### src/rtl/simd_regfile.sv
// rtl/simd_regfile.sv - SIMD register file with per-lane write masks, bypassed dual reads, and a background clear sweep
module simd_regfile #(
  parameter int WIDTH = 16,
  parameter int DEPTH = 8,
  parameter int LANES = 4,
  localparam int AW = $clog2(DEPTH)
) (
  input  logic                   Clk,
  input  logic                   Reset,
  input  logic                   LD_REG,
  input  logic [AW-1:0]          DR,
  input  logic [LANES-1:0]       WR_MASK,
  input  logic [LANES*WIDTH-1:0] bus,
  input  logic                   RD_EN,
  input  logic [AW-1:0]          SR1,
  input  logic [AW-1:0]          SR2,
  input  logic                   CLR,
  output logic [LANES*WIDTH-1:0] SR1_OUT,
  output logic [LANES*WIDTH-1:0] SR2_OUT,
  output logic                   RD_VALID,
  output logic                   BUSY
);

  localparam int DW = LANES * WIDTH;
  localparam logic ST_IDLE  = 1'b0;
  localparam logic ST_CLEAR = 1'b1;
  localparam logic [AW-1:0] LAST_ROW = AW'(DEPTH - 1);

  logic [DW-1:0] mem_q [DEPTH];
  logic [DW-1:0] mem_d [DEPTH];
  logic          state_q, state_d;
  logic [AW-1:0] ctr_q, ctr_d;
  logic [DW-1:0] sr1_out_q, sr1_out_d;
  logic [DW-1:0] sr2_out_q, sr2_out_d;
  logic          rd_valid_q, rd_valid_d;

  logic wr_en;
  logic rd_acc;

  // Writes and reads are only honoured while the sweep is not running.
  assign wr_en  = (state_q == ST_IDLE) && LD_REG;
  assign rd_acc = (state_q == ST_IDLE) && RD_EN;

  always_comb begin
    mem_d      = mem_q;
    state_d    = state_q;
    ctr_d      = ctr_q;
    sr1_out_d  = sr1_out_q;
    sr2_out_d  = sr2_out_q;
    rd_valid_d = rd_acc;

    if (rd_acc) begin
      sr1_out_d = mem_q[SR1];
      sr2_out_d = mem_q[SR2];
    end

    // Masked lanes of a same-cycle write are forwarded to matching read ports.
    for (int i = 0; i < LANES; i++) begin
      if (wr_en && WR_MASK[i]) begin
        mem_d[DR][i*WIDTH +: WIDTH] = bus[i*WIDTH +: WIDTH];
        if (rd_acc && (SR1 == DR)) sr1_out_d[i*WIDTH +: WIDTH] = bus[i*WIDTH +: WIDTH];
        if (rd_acc && (SR2 == DR)) sr2_out_d[i*WIDTH +: WIDTH] = bus[i*WIDTH +: WIDTH];
      end
    end

    case (state_q)
      ST_IDLE: begin
        if (CLR) begin
          state_d = ST_CLEAR;
          ctr_d   = '0;
        end
      end
      default: begin
        mem_d[ctr_q] = '0;
        ctr_d        = ctr_q + 1'b1;
        if (ctr_q == LAST_ROW) state_d = ST_IDLE;
      end
    endcase
  end

  always_ff @(posedge Clk) begin
    if (Reset) begin
      for (int r = 0; r < DEPTH; r++) mem_q[r] <= '0;
      state_q    <= ST_IDLE;
      ctr_q      <= '0;
      sr1_out_q  <= '0;
      sr2_out_q  <= '0;
      rd_valid_q <= 1'b0;
    end else begin
      mem_q      <= mem_d;
      state_q    <= state_d;
      ctr_q      <= ctr_d;
      sr1_out_q  <= sr1_out_d;
      sr2_out_q  <= sr2_out_d;
      rd_valid_q <= rd_valid_d;
    end
  end

  assign SR1_OUT  = sr1_out_q;
  assign SR2_OUT  = sr2_out_q;
  assign RD_VALID = rd_valid_q;
  assign BUSY     = (state_q == ST_CLEAR);

endmodule

### config.mk
export PLATFORM = sky130hd
export DESIGN_NAME = simd_regfile
export DESIGN_NICKNAME = d
export VERILOG_FILES = /design/src/rtl/simd_regfile.sv
export SDC_FILE = /design/constraint.sdc
export NUM_CORES = 2
export LEC_CHECK = 0
export BUFFER_PORTS_ARGS = -buffer_cell sky130_fd_sc_hd__buf_2
export CAP_MARGIN = 20
export CORE_MARGIN = 1.5
export CORE_UTILIZATION = 40
export DETAILED_ROUTE_END_ITERATION = 16
export GPL_ROUTABILITY_DRIVEN = 0
export HOLD_SLACK_MARGIN = 0.12
export PLACE_DENSITY = 0.56
export SETUP_SLACK_MARGIN = 0.4
export SLEW_MARGIN = 40
export SYNTH_ARGS = -nofsm -noshare
export SYNTH_HDL_FRONTEND = slang
export SYNTH_SLANG_ARGS = --single-unit
### constraint.sdc
create_clock -name Clk -period 2.6 [get_ports Clk]
set_input_delay 0.13 -clock Clk [delete_from_list [all_inputs] [get_ports Clk]]
set_output_delay 0.13 -clock Clk [all_outputs]
set_load 0.03 [all_outputs]
# Word level (Yosys, flattened, before mapping)

Index checks and enable logic that the tools add are counted.

Bits in registers: 645
Input bits: 82
Output and inout bits: 130
Word-level logic and storage cells: 89

Add/subtract/negate cells: 1
$lt $le $gt $ge: 6
Equal/unequal tests: 3
Mux-type cells: 48
Bitwise gates (word level): 7
Reduce and logical (&&, ||, !) cells: 11

Operators by type and width:

| cell                                                                  | number |
|---|---|
| 512-bit two-way mux                                                   | 5 |
| 512-bit bitwise mux                                                   | 4 |
| 64-bit demux with 3-bit select                                        | 5 |
| 512-bit bitwise AND                                                   | 1 |
| 64-bit two-way mux                                                    | 8 |
| 512-bit NOT                                                           | 1 |
| 64-bit binary-select mux with 3-bit select                            | 2 |
| 16-bit two-way mux                                                    | 17 |
| 48-bit two-way mux                                                    | 1 |
| 32-bit two-way mux                                                    | 1 |
| 4-bit >= comparator (second input constant)                           | 4 |
| 3-bit NOT with 4-bit output                                           | 4 |
| 1-bit logical AND                                                     | 10 |
| 4-bit by 1-bit < comparator with 1-bit output (second input constant) | 2 |
| 3-bit == test                                                         | 2 |
| 3-bit two-way mux                                                     | 2 |
| 3-bit by 1-bit adder with 3-bit output (second input constant)        | 1 |
| 3-bit == test (second input constant)                                 | 1 |
| 1-bit two-way mux                                                     | 3 |
| 2-bit nonzero test                                                    | 1 |
| 1-bit NOT                                                             | 1 |

# Depth between registers and ports, before layout

Word-level depth: 15
Gate-level depth with buffers: 7
Mapped depth without buffers: 4

# Least setup slack after synthesis

OpenSTA, ideal clock, no wires.

Path type: register to register
Start point: reg state_q (netlist: BUSY)
End point: reg mem_q[406] (netlist bit)
Library setup time: 0.070 ns
Data arrival time: 1.719 ns
Data required time: 2.530 ns
Setup slack: 0.810 ns
Cell stages (with the launch flop): 8
Buffers on the path: 3
Period minus slack after synthesis: 1.790 ns
Cells stage by stage: dfxtp_1 buf_2 and3b_1 buf_2 nand2_1 clkbuf_1 nand2_1 a21oi_1

Word-level cells in the longest chain between the ends: 12
Elaborated cells between the ends (all ways): 15
Classes of those cells: mux (8); bitwise (2); reduce/logical (5)

RTL lines:

| item                                 | RTL line | source |
|---|---|---|
| from (decl)                          | 31       | `logic state_q, state_d;` |
| from (signal assigned)               | 91       | `state_q <= state_d;` |
| 1-bit NOT                            | -        |  |
| 1-bit logical AND                    | 41       | `assign wr_en = (state_q == ST_IDLE) && LD_REG;` |
| 1-bit logical AND                    | 59       | `if (wr_en && WR_MASK[i]) begin` |
| 512-bit two-way mux                  | 59       |  |
| 512-bit bitwise mux                  | 60       | `mem_d[DR][i*WIDTH +: WIDTH] = bus[i*WIDTH +: WIDTH];` |
| 512-bit two-way mux                  | 59       |  |
| 512-bit bitwise mux                  | 60       |  |
| 512-bit two-way mux                  | 59       |  |
| 512-bit bitwise mux                  | 60       |  |
| 512-bit two-way mux                  | 59       |  |
| 512-bit bitwise AND (no source line) | -        |  |
| 512-bit two-way mux (*)              | 66       | `case (state_q)` |
| to (signal assigned)                 | 90       | `mem_q <= mem_d;` |
| to (decl)                            | 29       | `logic [DW-1:0] mem_q [DEPTH];` |

Mark *: on every way between the ends. The rest lies on a longest branch, timed or not.
A chain may end at the register's enable or synchronous reset.

# Final worst setup path

Start point: reg state_q (netlist: BUSY)
End point: reg mem_q[417] (netlist bit)

The elaborated chain is that of the path after synthesis.

==> reports/results.md <==
| Metric | Reported | Unit |
|:---|:---|:---|
| Setup TNS | 0 | ns |
| GR Overflow Total | 0 | - |
| Die height | 288 | um |
| Number of warning messages in the yosys log | 0 | - |
| Slew at the pin with the worst max-slew slack | 0.741 | ns |
| CP arrival | 2.56 | ns |
| H-tree depth | 3 | - |
| Netlist Area Pre-Place | 32500 | um^2 |
| Cell count after synthesis | 3545 | - |
| Antenna violations before repair | 12 | - |
| TritonCTS clock tree | built | - |
| Net switching fraction of the power | 25.9 | % |
| Number of nets in the final layout | 3774 | - |
| Iteration-0 DRC count of the detailed router | 2108 | - |
| Sequential share of power | 43.8 | % |
| RSZ-0062 raised after global routing | no | - |
| Full die area | 83000 | um^2 |
| Routed wire length | 108 | mm |
| Count of buffers from port buffering | 211 | - |
| HPWL after detailed placement | 64.1 | mm |
| Total global-route track usage | 25.8 | % |
| Internal power consumption | 0.0173 | W |
| Wire length of the first global-routing pass | 163 | mm |
| Post-Synthesis Mean Instance Area | 9.17 | um^2 |
| Number of clock sinks | 645 | - |
| Setup violation total in the final timing report | 0 | - |
| Width of the die | 288 | um |
| Worst max-slew margin expressed relative to the limit | 50.2 | % |
| Count of endpoints failing hold in the final timing report | 0 | - |
| Clock buffers created by TritonCTS | 72 | - |
| Placed Cells incl. Taps | 4610 | - |
| Required arrival time at the worst endpoint | 3.10 | ns |
| Number of fillers in the final layout | 7694 | - |
| Share of the clock period used by the worst path | 79.3 | % |
| Routed met3 length | 8.12 | mm |
| Post-synthesis net count | 3629 | - |
| Standby leakage power | 13.2 | nW |
| Fraction of layout cells with a size suffix above 1 | 20.7 | % |
| Seq/Total Area, Yosys | 39.7 | % |
| Buffers from clock root to sink, at most | 3 | - |
| Most frequent cells after synthesis | sky130_fd_sc_hd__nand2_1, sky130_fd_sc_hd__dfxtp_1, sky130_fd_sc_hd__a21oi_1 | - |
| Combinational power share | 11.2 | % |
| Placeable core area | 80400 | um^2 |
| Distinct cells, synth | 38 | - |
| Cell Count, Final, Fillers Out | 4805 | - |
| Type of the worst min-delay path | in -> reg | - |
| Async S/R FF share, synth | 0 | % |
| Upper clock frequency limit | 485 | MHz |
| Result of the run | finished clean | - |
| DRT met1 WL | 46.8 | mm |
| Clk root buf | sky130_fd_sc_hd__clkbuf_16 | - |
| Top sig layer | met5 | - |
| Clock Latency Late Sink | 0.63 | ns |
| Skew final | 0.0240 | ns |
| Initial core utilization | 40.4 | % |
| Number of max-cap violations | 0 | - |
| Portion of synthesized cell area occupied by the leading cell type | 39.7 | % |
| Std cell rows | 104 | - |
| Antenna Nets Post-Route | 0 | - |
| Resized Gates After CTS | 0 | - |
| Largest area contributor in the netlist | sky130_fd_sc_hd__dfxtp_1 | - |
| Power, Total | 0.0234 | W |
| Overall via count from detail_route | 27100 | - |
| Worst reg2reg setup slack | 0.54 | ns |
| Dominant register cell in the synthesized netlist | sky130_fd_sc_hd__dfxtp_1 | - |
| Largest net degree at the start of global routing | 86 | - |
| Number of global-route vias before repair | 25700 | - |
| Register bit total from synthesis | 645 | - |
| Critical path type | reg -> reg | - |
| Cell with the most instances after synthesis | sky130_fd_sc_hd__nand2_1 | - |
| Tmin final | 2.06 | ns |
| Num ports | 212 | - |
| Count of final max-slew check failures | 0 | - |
| Max Fanout on Critical Path | 20 | - |
| Sw Pwr | 0.00606 | W |
| Clock network fraction of total power | 45.0 | % |
| Synthesis-to-layout area growth | 14.9 | % |
| CP Launch Type | flip-flop | - |
| Vias per cell | 5.65 | - |
| Clock Pin Slew Worst Setup and Hold Paths | 0.06 | ns |
| Number of DRC violations after detailed routing | 0 | - |
| First-pass iteration count of the detailed router | 5 | - |
| Routed length on met2 | 50.5 | mm |
| Post-synth EDFFs | 0 | - |
| Largest cells by area after synthesis | sky130_fd_sc_hd__dfxtp_1, sky130_fd_sc_hd__mux4_2, sky130_fd_sc_hd__nand2_1 | - |
| P per Cell Area | 626 | nW/um^2 |
| Endpoint class of the critical path | flip-flop | - |
| Peak ir drop on the vdd network | 0.426 | mV |
| Routed wire per std cell | 22.5 | um |
layer usage:
layer / vias to the layer above / global-route usage (%)
li1: 12700 / -
met1: 13300 / 35.0
met2: 931 / 41.6
met3: 189 / 4.74
met4: 16 / 8.09
met5: - / 0
critical path, cell delays in order (launching register included):
cell and delay (ns):
sky130_fd_sc_hd__dfxtp_1 0.64, sky130_fd_sc_hd__nor2b_1 0.45, sky130_fd_sc_hd__a31o_4 0.52, sky130_fd_sc_hd__buf_12 0.25, sky130_fd_sc_hd__a21oi_1 0.06
registers in the layout (all words and copies together), names as in the netlist:
name / cells
mem_q: 512
SR1_OUT: 64
SR2_OUT: 64
ctr_q: 3
BUSY: 1
RD_VALID: 1
worst paths after layout:
path                                  from          end  depth (start not counted)
worst max-delay path                  BUSY   mem_q[417]                          4
worst min-delay path            WR_MASK[3]  SR1_OUT[48]                          6
worst min register to register  mem_q[139]   mem_q[139]                          2
worst max register to register        BUSY   mem_q[417]                          4
per-stage QoR:
step | instance area (um^2) | setup slack, ns | util, % | hold WS [ns]
floorplan | 32500 | 0.810 | - | 0.336
global placement | 34300 | 0.595 | 42.6 | 0.449
detailed placement | 34300 | 0.577 | 42.6 | 0.455
CTS | 37400 | 0.547 | 46.4 | 0.271
global route | 37400 | 0.427 | 46.4 | 0.325
finish | 37400 | 0.537 | 46.5 | 0.300
what timing repair did:
action,CTS,global route
setup endpoints to repair,0,0
setup buffers,0,0
hold endpoints to repair,644,0
hold buffers,66,0
logic make-up after synthesis:
family                     share of synthesized area [%]
muxes                                               22.0
DFF                                                 39.7
and+or+nand+nor                                     17.6
AOI/OAI and AO/OA                                   13.9
xor gates and xnor gates                           0.300
buffers and inverters                               6.39
adders and majority gates                         0.0770
cells in the final DEF (no fill, tap or decap), types with 2 or more instances in the layout:
| cell type | count |
|---|---|
| sky130_fd_sc_hd__diode_2 | 3 |
| sky130_fd_sc_hd__dlygate4sd3_1 | 66 |
| sky130_fd_sc_hd__nand3b_1 | 3 |
| sky130_fd_sc_hd__ha_1 | 2 |
| sky130_fd_sc_hd__a211o_1 | 128 |
| sky130_fd_sc_hd__nor2_1 | 133 |
| sky130_fd_sc_hd__nor4_4 | 8 |
| sky130_fd_sc_hd__nand4b_1 | 4 |
| sky130_fd_sc_hd__clkinvlp_4 | 2 |
| sky130_fd_sc_hd__mux4_1 | 25 |
| sky130_fd_sc_hd__inv_1 | 2 |
| sky130_fd_sc_hd__buf_2 | 204 |
| sky130_fd_sc_hd__clkbuf_16 | 76 |
| sky130_fd_sc_hd__nor3b_1 | 4 |
| sky130_fd_sc_hd__xor2_2 | 6 |
| sky130_fd_sc_hd__mux4_2 | 231 |
| sky130_fd_sc_hd__buf_12 | 29 |
| sky130_fd_sc_hd__nand2_1 | 1184 |
| sky130_fd_sc_hd__mux2i_1 | 129 |
| sky130_fd_sc_hd__nor2_4 | 32 |
| sky130_fd_sc_hd__clkbuf_8 | 18 |
| sky130_fd_sc_hd__a31o_4 | 4 |
| sky130_fd_sc_hd__bufinv_16 | 5 |
| sky130_fd_sc_hd__or3b_2 | 2 |
| sky130_fd_sc_hd__a21oi_2 | 31 |
| sky130_fd_sc_hd__a21oi_1 | 611 |
| sky130_fd_sc_hd__clkinv_2 | 8 |
| sky130_fd_sc_hd__clkbuf_1 | 17 |
| sky130_fd_sc_hd__nand3b_2 | 4 |
| sky130_fd_sc_hd__and3b_1 | 7 |
| sky130_fd_sc_hd__buf_4 | 103 |
| sky130_fd_sc_hd__buf_6 | 3 |
| sky130_fd_sc_hd__a41o_2 | 3 |
| sky130_fd_sc_hd__dfxtp_1 | 645 |
| sky130_fd_sc_hd__nor3_1 | 2 |
| sky130_fd_sc_hd__nor2b_1 | 2 |
area by class of cell:
| class | instances | area (um^2) | share of cell area, % |
|---|---|---|---|
| clock inverters | 17 | 230 | 0.616 |
| diodes | 3 | 7.51 | 0.0201 |
| clock buffers | 109 | 2190 | 5.85 |
| flip-flops and latches | 645 | 12900 | 34.6 |
| inverters | 2 | 7.51 | 0.0201 |
| repair buffers | 407 | 3100 | 8.29 |
| well taps | 1060 | 1330 | 3.55 |
| multi-input cells | 2562 | 17600 | 47.1 |
power groups by stage:
stage	combinational (W)	sequential (W)	clock [W]
after floorplan	0.00155	0.0107	0
after global placement	0.00253	0.0105	0
after detailed placement	0.00254	0.0105	0
after CTS	0.00262	0.0102	0.0107
after global routing	0.00279	0.0103	0.0111
final	0.00262	0.0102	0.0105
Note: power is estimated with default switching activity, not from simulation.
